## src/rtl/fetch_ctrl.sv

```systemverilog
// rtl/fetch_ctrl.sv - instruction fetch controller with one-entry skid and redirect handling
// Keeps a request stable until acked; a redirect raised mid-request is parked until that ack.
module fetch_ctrl #(
  parameter logic [31:0] RESET_PC  = 32'h0000_0000,
  parameter logic [31:0] NOP_INSTR = 32'h0000_0013
) (
  input  logic        CLK,
  input  logic        RESET,
  input  logic        stall_i,
  input  logic        redirect_i,
  input  logic [31:0] redirect_pc_i,
  output logic        imem_req_o,
  output logic [31:0] imem_addr_o,
  input  logic        imem_ack_i,
  input  logic [31:0] imem_rdata_i,
  output logic        instr_valid_o,
  output logic [31:0] instr_o,
  output logic [31:0] pc_o
);

  typedef enum logic [1:0] {
    ST_REQ  = 2'd0,
    ST_SKID = 2'd1,
    ST_DROP = 2'd2
  } state_t;

  state_t      state;
  logic [31:0] pc_q;
  logic [31:0] redir_q;
  logic        skid_valid;
  logic [31:0] skid_instr;
  logic [31:0] skid_pc;

  logic        transfer;
  logic        accept;
  logic        consumed;
  logic [31:0] redir_target;

  // Reset gates the request combinationally so a pending access is abandoned at once.
  assign imem_req_o   = !RESET && (state == ST_REQ || state == ST_DROP);
  assign imem_addr_o  = pc_q;
  assign transfer     = imem_req_o && imem_ack_i;
  assign accept       = !instr_valid_o || !stall_i;
  assign consumed     = instr_valid_o && !stall_i;
  assign redir_target = redirect_pc_i & 32'hFFFF_FFFC;

  always_ff @(posedge CLK) begin
    if (RESET) begin
      state         <= ST_REQ;
      pc_q          <= RESET_PC & 32'hFFFF_FFFC;
      redir_q       <= 32'h0;
      skid_valid    <= 1'b0;
      skid_instr    <= NOP_INSTR;
      skid_pc       <= 32'h0;
      instr_valid_o <= 1'b0;
      instr_o       <= NOP_INSTR;
      pc_o          <= 32'h0;
    end else begin
      if (consumed) begin
        instr_valid_o <= 1'b0;
        instr_o       <= NOP_INSTR;
      end

      case (state)
        ST_REQ: begin
          if (redirect_i) begin
            if (transfer) begin
              pc_q <= redir_target;
            end else begin
              redir_q <= redir_target;
              state   <= ST_DROP;
            end
          end else if (transfer) begin
            pc_q <= pc_q + 32'd4;
            if (accept) begin
              instr_valid_o <= 1'b1;
              instr_o       <= imem_rdata_i;
              pc_o          <= pc_q;
            end else begin
              skid_valid <= 1'b1;
              skid_instr <= imem_rdata_i;
              skid_pc    <= pc_q;
              state      <= ST_SKID;
            end
          end
        end

        ST_SKID: begin
          if (redirect_i) begin
            skid_valid <= 1'b0;
            pc_q       <= redir_target;
            state      <= ST_REQ;
          end else if (accept) begin
            instr_valid_o <= skid_valid;
            instr_o       <= skid_instr;
            pc_o          <= skid_pc;
            skid_valid    <= 1'b0;
            state         <= ST_REQ;
          end
        end

        ST_DROP: begin
          // The stale request must complete; its data is discarded.
          if (transfer) begin
            pc_q  <= redirect_i ? redir_target : redir_q;
            state <= ST_REQ;
          end
          if (redirect_i) begin
            redir_q <= redir_target;
          end
        end

        default: begin
          state <= ST_REQ;
        end
      endcase

      if (redirect_i) begin
        instr_valid_o <= 1'b0;
        instr_o       <= NOP_INSTR;
      end
    end
  end

endmodule

```

## config.mk

```make
export PLATFORM = sky130hd
export DESIGN_NAME = fetch_ctrl
export DESIGN_NICKNAME = d
export VERILOG_FILES = /design/src/rtl/fetch_ctrl.sv
export SDC_FILE = /design/constraint.sdc
export NUM_CORES = 1
export LEC_CHECK = 0
export CORE_UTILIZATION = 50
export DETAILED_ROUTE_END_ITERATION = 7
export PLACE_DENSITY = 0.8
export SKIP_LAST_GASP = 1
export SLEW_MARGIN = 20
export SYNTH_ARGS = -nofsm -noshare
export SYNTH_HDL_FRONTEND = slang
export SYNTH_SLANG_ARGS = --single-unit
```

## constraint.sdc

```tcl
create_clock -name CLK -period 6.4 [get_ports CLK]
set_clock_uncertainty 0.15 [all_clocks]
set_input_delay 1.6 -clock CLK [delete_from_list [all_inputs] [get_ports CLK]]
set_output_delay 1.6 -clock CLK [all_outputs]
set_load 0.05 [all_outputs]
```

* Yosys cells after proc, flatten, opt, wreduce, memory -nomap -nowiden
Cells that the tools add are included.
Widths: inputs -> output; s select.
** Operators by class
- Multiply operators :: 0
- Bitwise gates (word level) :: 2
- Magnitude comparators :: 0
- Divide/modulo/power cells :: 0
- Eq/ne operators :: 16
- Add/sub/neg operators :: 1
- Shifts and indexed selects :: 0
- Reduce and logical (&&, ||, !) cells :: 19
- Multiplexer cells :: 40
** Operators with widths (count)
- $mux 32 :: 17
- $pmux 32 s2 :: 3
- $pmux 32 s3 :: 1
- $add 32x3->32 const B :: 1
- $ne 2x2->1 const B :: 10
- $mux 2 :: 7
- $ne 3x3->1 const B :: 4
- $reduce_and 5->1 :: 2
- $mux 1 :: 9
- $reduce_and 4->1 :: 2
- $pmux 2 s3 :: 1
- $reduce_and 6->1 :: 1
- $pmux 1 s2 :: 2
- $reduce_bool 2->1 :: 2
- $logic_and 1x1->1 :: 3
- $logic_not 1->1 :: 3
- $reduce_and 3->1 :: 1
- $reduce_bool 3->1 :: 1
- $eq 2x1->1 const B :: 1
- $eq 2x2->1 const B :: 1
- $logic_not 2->1 :: 1
- $logic_or 1x1->1 :: 2
- $not 1->1 :: 2
- $reduce_or 2->1 :: 1
** Word-level totals
- Output and inout bits :: 98
- Memories :: 0
- Bits in writable memories :: 0
- Bits in read-only memories :: 0
- Bits in latches :: 0
- Bits in registers :: 196
- Logic and storage cells :: 87

* Longest topological paths before layout
- Depth in word-level cells :: 7
- Gate-level depth with buffers :: 10
- Mapped depth without buffers :: 7

* Worst setup path after synthesis
Ideal clock, no wire load.
- Kind :: input to output
- Start point :: input RESET
- End point :: output imem_req_o
- Arrival time :: 2653 ps
- Data required time :: 4650 ps
- Slack :: 1997 ps
- Stages on the path :: 3
- Buffers on the path :: 2
- Cell sequence :: clkbuf_1 clkbuf_1 nor2_1
** Between the ends
- Word-level cells in the longest chain between the ends :: 2
** RTL lines
- from (decl) :: line 8 : input logic RESET,
- $logic_not 1->1 :: line 40 : assign imem_req_o = !RESET && (state == ST_REQ || state == ST_DROP);
- $logic_and 1x1->1 :: line 40
- to (decl) :: line 12 : output logic imem_req_o,
Every way passes these cells.

* Worst setup path in the final report
Ends and elaborated chain as after synthesis.

==> results.md <==
- Status: completed
- Die W: 141 microns
- Pwr per Cell Area: 303 nW/um^2
- Max cap viols: 0
- Overall die area: 20000 sq um
- Setup slack after placement: about 1900 ps
- Most instantiated library cell after synthesis: nand2_1
- Num CTS Buffers: 17
- Vias in the first global route: a little over 8000
- Clk sinks: approximately 200
- Fill cells: 1616
- Core area: about 19000 sq um
- DP Cell Count: 1550
- Leak: 3.98 nW
- Clk_lat worst skew: 440 ps
- Overflow after GRT: 0
- Ports: 167
- Largest net degree at the start of global routing: 88
- Vias: 9237
- Path type of the worst min-delay path: reg2reg
- Post-synth ARST share: 0%
- # setup viols final: 0
- Via/cell ratio: 5.84
- Drt drc: 0
- Max FO, Critical Path: 2
- Synth Area in Compound Gates: 26.8%
- Worst path arrival time: 2720 ps
- EDFF count, synth: 0
- VDD IR max: 202 uV
- Mean routed wirelength per cell: around 17 microns
- Routed WL: around 26000 microns
- CP Capture Type: primary output
- Critical path startpoint category: input pin
- Synth Area in Simple Gates: 18.6%
- Max-slew violations: 0
- Netlist cell types: 57
- Clock buffer depth: 2
- Hold_buf cts: 0
- Initial antenna violation count: 1
- Worst-path clk slew: 70 ps
- Clock root buffer: clkbuf_16
- Post-synth top cells: nand2_1, dfxtp_1, a21oi_1
- Kind of critical path: in2out
- Mapped cell area: between 9000 and 10000 sq um
- Largest cells by area after synthesis: dfxtp_1, nand2_1, a21oi_1, mux2_2, a22oi_1
- Drt pass-1 iters: 6
- RSZ-0062 raised after global routing: false
- Mapped Cells: 1219
- Synth Area in Adders: 0.516%
- Die height: 141 microns
- Post-synthesis register bit count: 196
- Fin Hold WS: 303 ps
- HPWL Detailed: 17100 microns
- Layout cells sized above 1: 8.17%
- Seq/Total Area, Yosys: between 40% and 50%
- First-pass GRT wire length: approximately 42000 microns
- Multi-input gate area: 5230 sq um
- Post-synthesis net count: approximately 1300
- Largest area contributor in the netlist: dfxtp_1
- Xor/xnor cell area share of the yosys netlist: 0.271%
- Iteration-0 DRC Markers: 984
- Seq. cell area: slightly below 4000 sq um
- Worst relative slew slack: 28.1%
- Max frequency: 224 MHz
- All-layer global routing usage: 26.4%
- Tcrit/Tclk final: between 60% and 70%
- Synth warn: 0
- CTS tree: done
- Mean Syn Cell Area: 7.96 sq um
- Final Worst Setup Slack: 1930 ps
- Remaining antenna violation count: 0
- Worst Path Required: 4650 ps
- Mux cell area share after synthesis: 7.35%
- CTS H-Tree Depth: 4
- Final net count: 1382
- Largest family of logic cells by synthesized area: compound AO/OA/AOI/OAI gates
- Non-filler cells, final: 1583
- Main synth FF type: dfxtp_1
- Setup TNS: 0 ps
- Port bufs: approximately 160
- Cell row count: 50
- Post_cts resized: 0
- Worst Max-Slew Pin Slew: ~1100 ps
- P&R area growth vs syn: 22.5%
- Setup bufs post-CTS: 0
- Min Tclk post-route: approximately 4500 ps
- Initial Utilization: 51.5%
- Hold Vio Cnt, Final: 0
- Placer Congestion: 0.901
- Top-area cell type share of the netlist area: 40.5%
-- stage by stage --
step / instance area, sq um / utilization [%] / power [mW]
after floorplan: 9700 / - / 2.23
after global placement: 11300 / 60.1 / 2.57
after detailed placement: 11300 / 60.1 / 2.59
after CTS: 11900 / 63.1 / 3.60
after global routing: 11900 / 63.1 / 3.76
final: 11900 / 63.1 / 3.61
-- layer usage --
layer | global-route usage [%] | vias up | wire length (microns)
li1 | - | 4523 | -
met1 | 35.9 | 4357 | 11800
met2 | 41.7 | 323 | 12400
met3 | 5.40 | 34 | 1880
met4 | 8.81 | 0 | 364
met5 | 0 | - | 0
-- registers in the layout, summed over array words and instances, names as in the netlist --
name	cells
skid_pc	32
skid_instr	32
pc_o	32
instr_valid_o	1
state	2
redir_q	32
instr_o	32
imem_addr_o	32
skid_valid	1
-- worst paths after layout --
| kind | start | to | slack, ps | cells past startpoint |
|---|---|---|---|---|
| max | RESET | imem_req_o | 1930 | 3 |
| min | skid_pc[23] | skid_pc[23] | 300 | 2 |
| max reg2reg | state[0] | imem_addr_o[24] | 2640 | 8 |
| min reg2reg | skid_pc[23] | skid_pc[23] | 300 | 2 |
-- final cells by class --
| cell class | instances | share of cell area [%] |
|---|---|---|
| inverter | 23 | 0.726 |
| multi-input combinational | 890 | 44.0 |
| clock inverter | 13 | 0.979 |
| sequential | 196 | 33.0 |
| tap | 260 | 2.74 |
| clock buffer | 19 | 3.73 |
| timing repair buffer | 181 | 14.8 |
| antenna | 1 | 0.0211 |
-- worst max-delay path: stages --
cell and delay [ps]:
buf_4 130, nor2_1 160, clkdlybuf4s50_1 840
-- cells in the final DEF (no fill, tap or decap), drive strengths merged, types with 3 or more instances in the layout --
master / instances
nand3: 49
nor2: 71
dfxtp: 196
clkinvlp: 4
o32ai: 3
nor2b: 9
mux2i: 33
nor3: 10
clkbuf: 19
or2: 5
mux2: 34
inv: 31
o21ai: 29
o311ai: 4
and2: 5
o31ai: 3
a22o: 18
a31oi: 7
o31a: 7
a221oi: 15
nand2: 244
buf: 19
o221a: 7
clkdlybuf4s50: 162
a21o: 40
ha: 4
a22oi: 44
a21oi: 166
nand4: 10
and3: 8
a211oi: 41
-- power breakdown --
group          switching (mW)  total [mW]  leakage, nW  internal [mW]
clock network           0.510        1.03        0.263          0.523
logic                   0.747        1.14         2.13          0.394
registers               0.121        1.43         1.59           1.31
-- kinds of logic (layout without fill, tap and decap cells) --
| logic type | count (synthesis) | count (layout) |
|---|---|---|
| compound gates | 397 | 397 |
| simple gates | 419 | 419 |
| fa+ha+maj | 4 | 4 |
| buf+inv | 133 | 236 |
| xor+xnor | 3 | 3 |
| mux | 67 | 67 |
| flops | 196 | 196 |
| other cells | 0 | 1 |
Power figures use the tool's default switching activity.
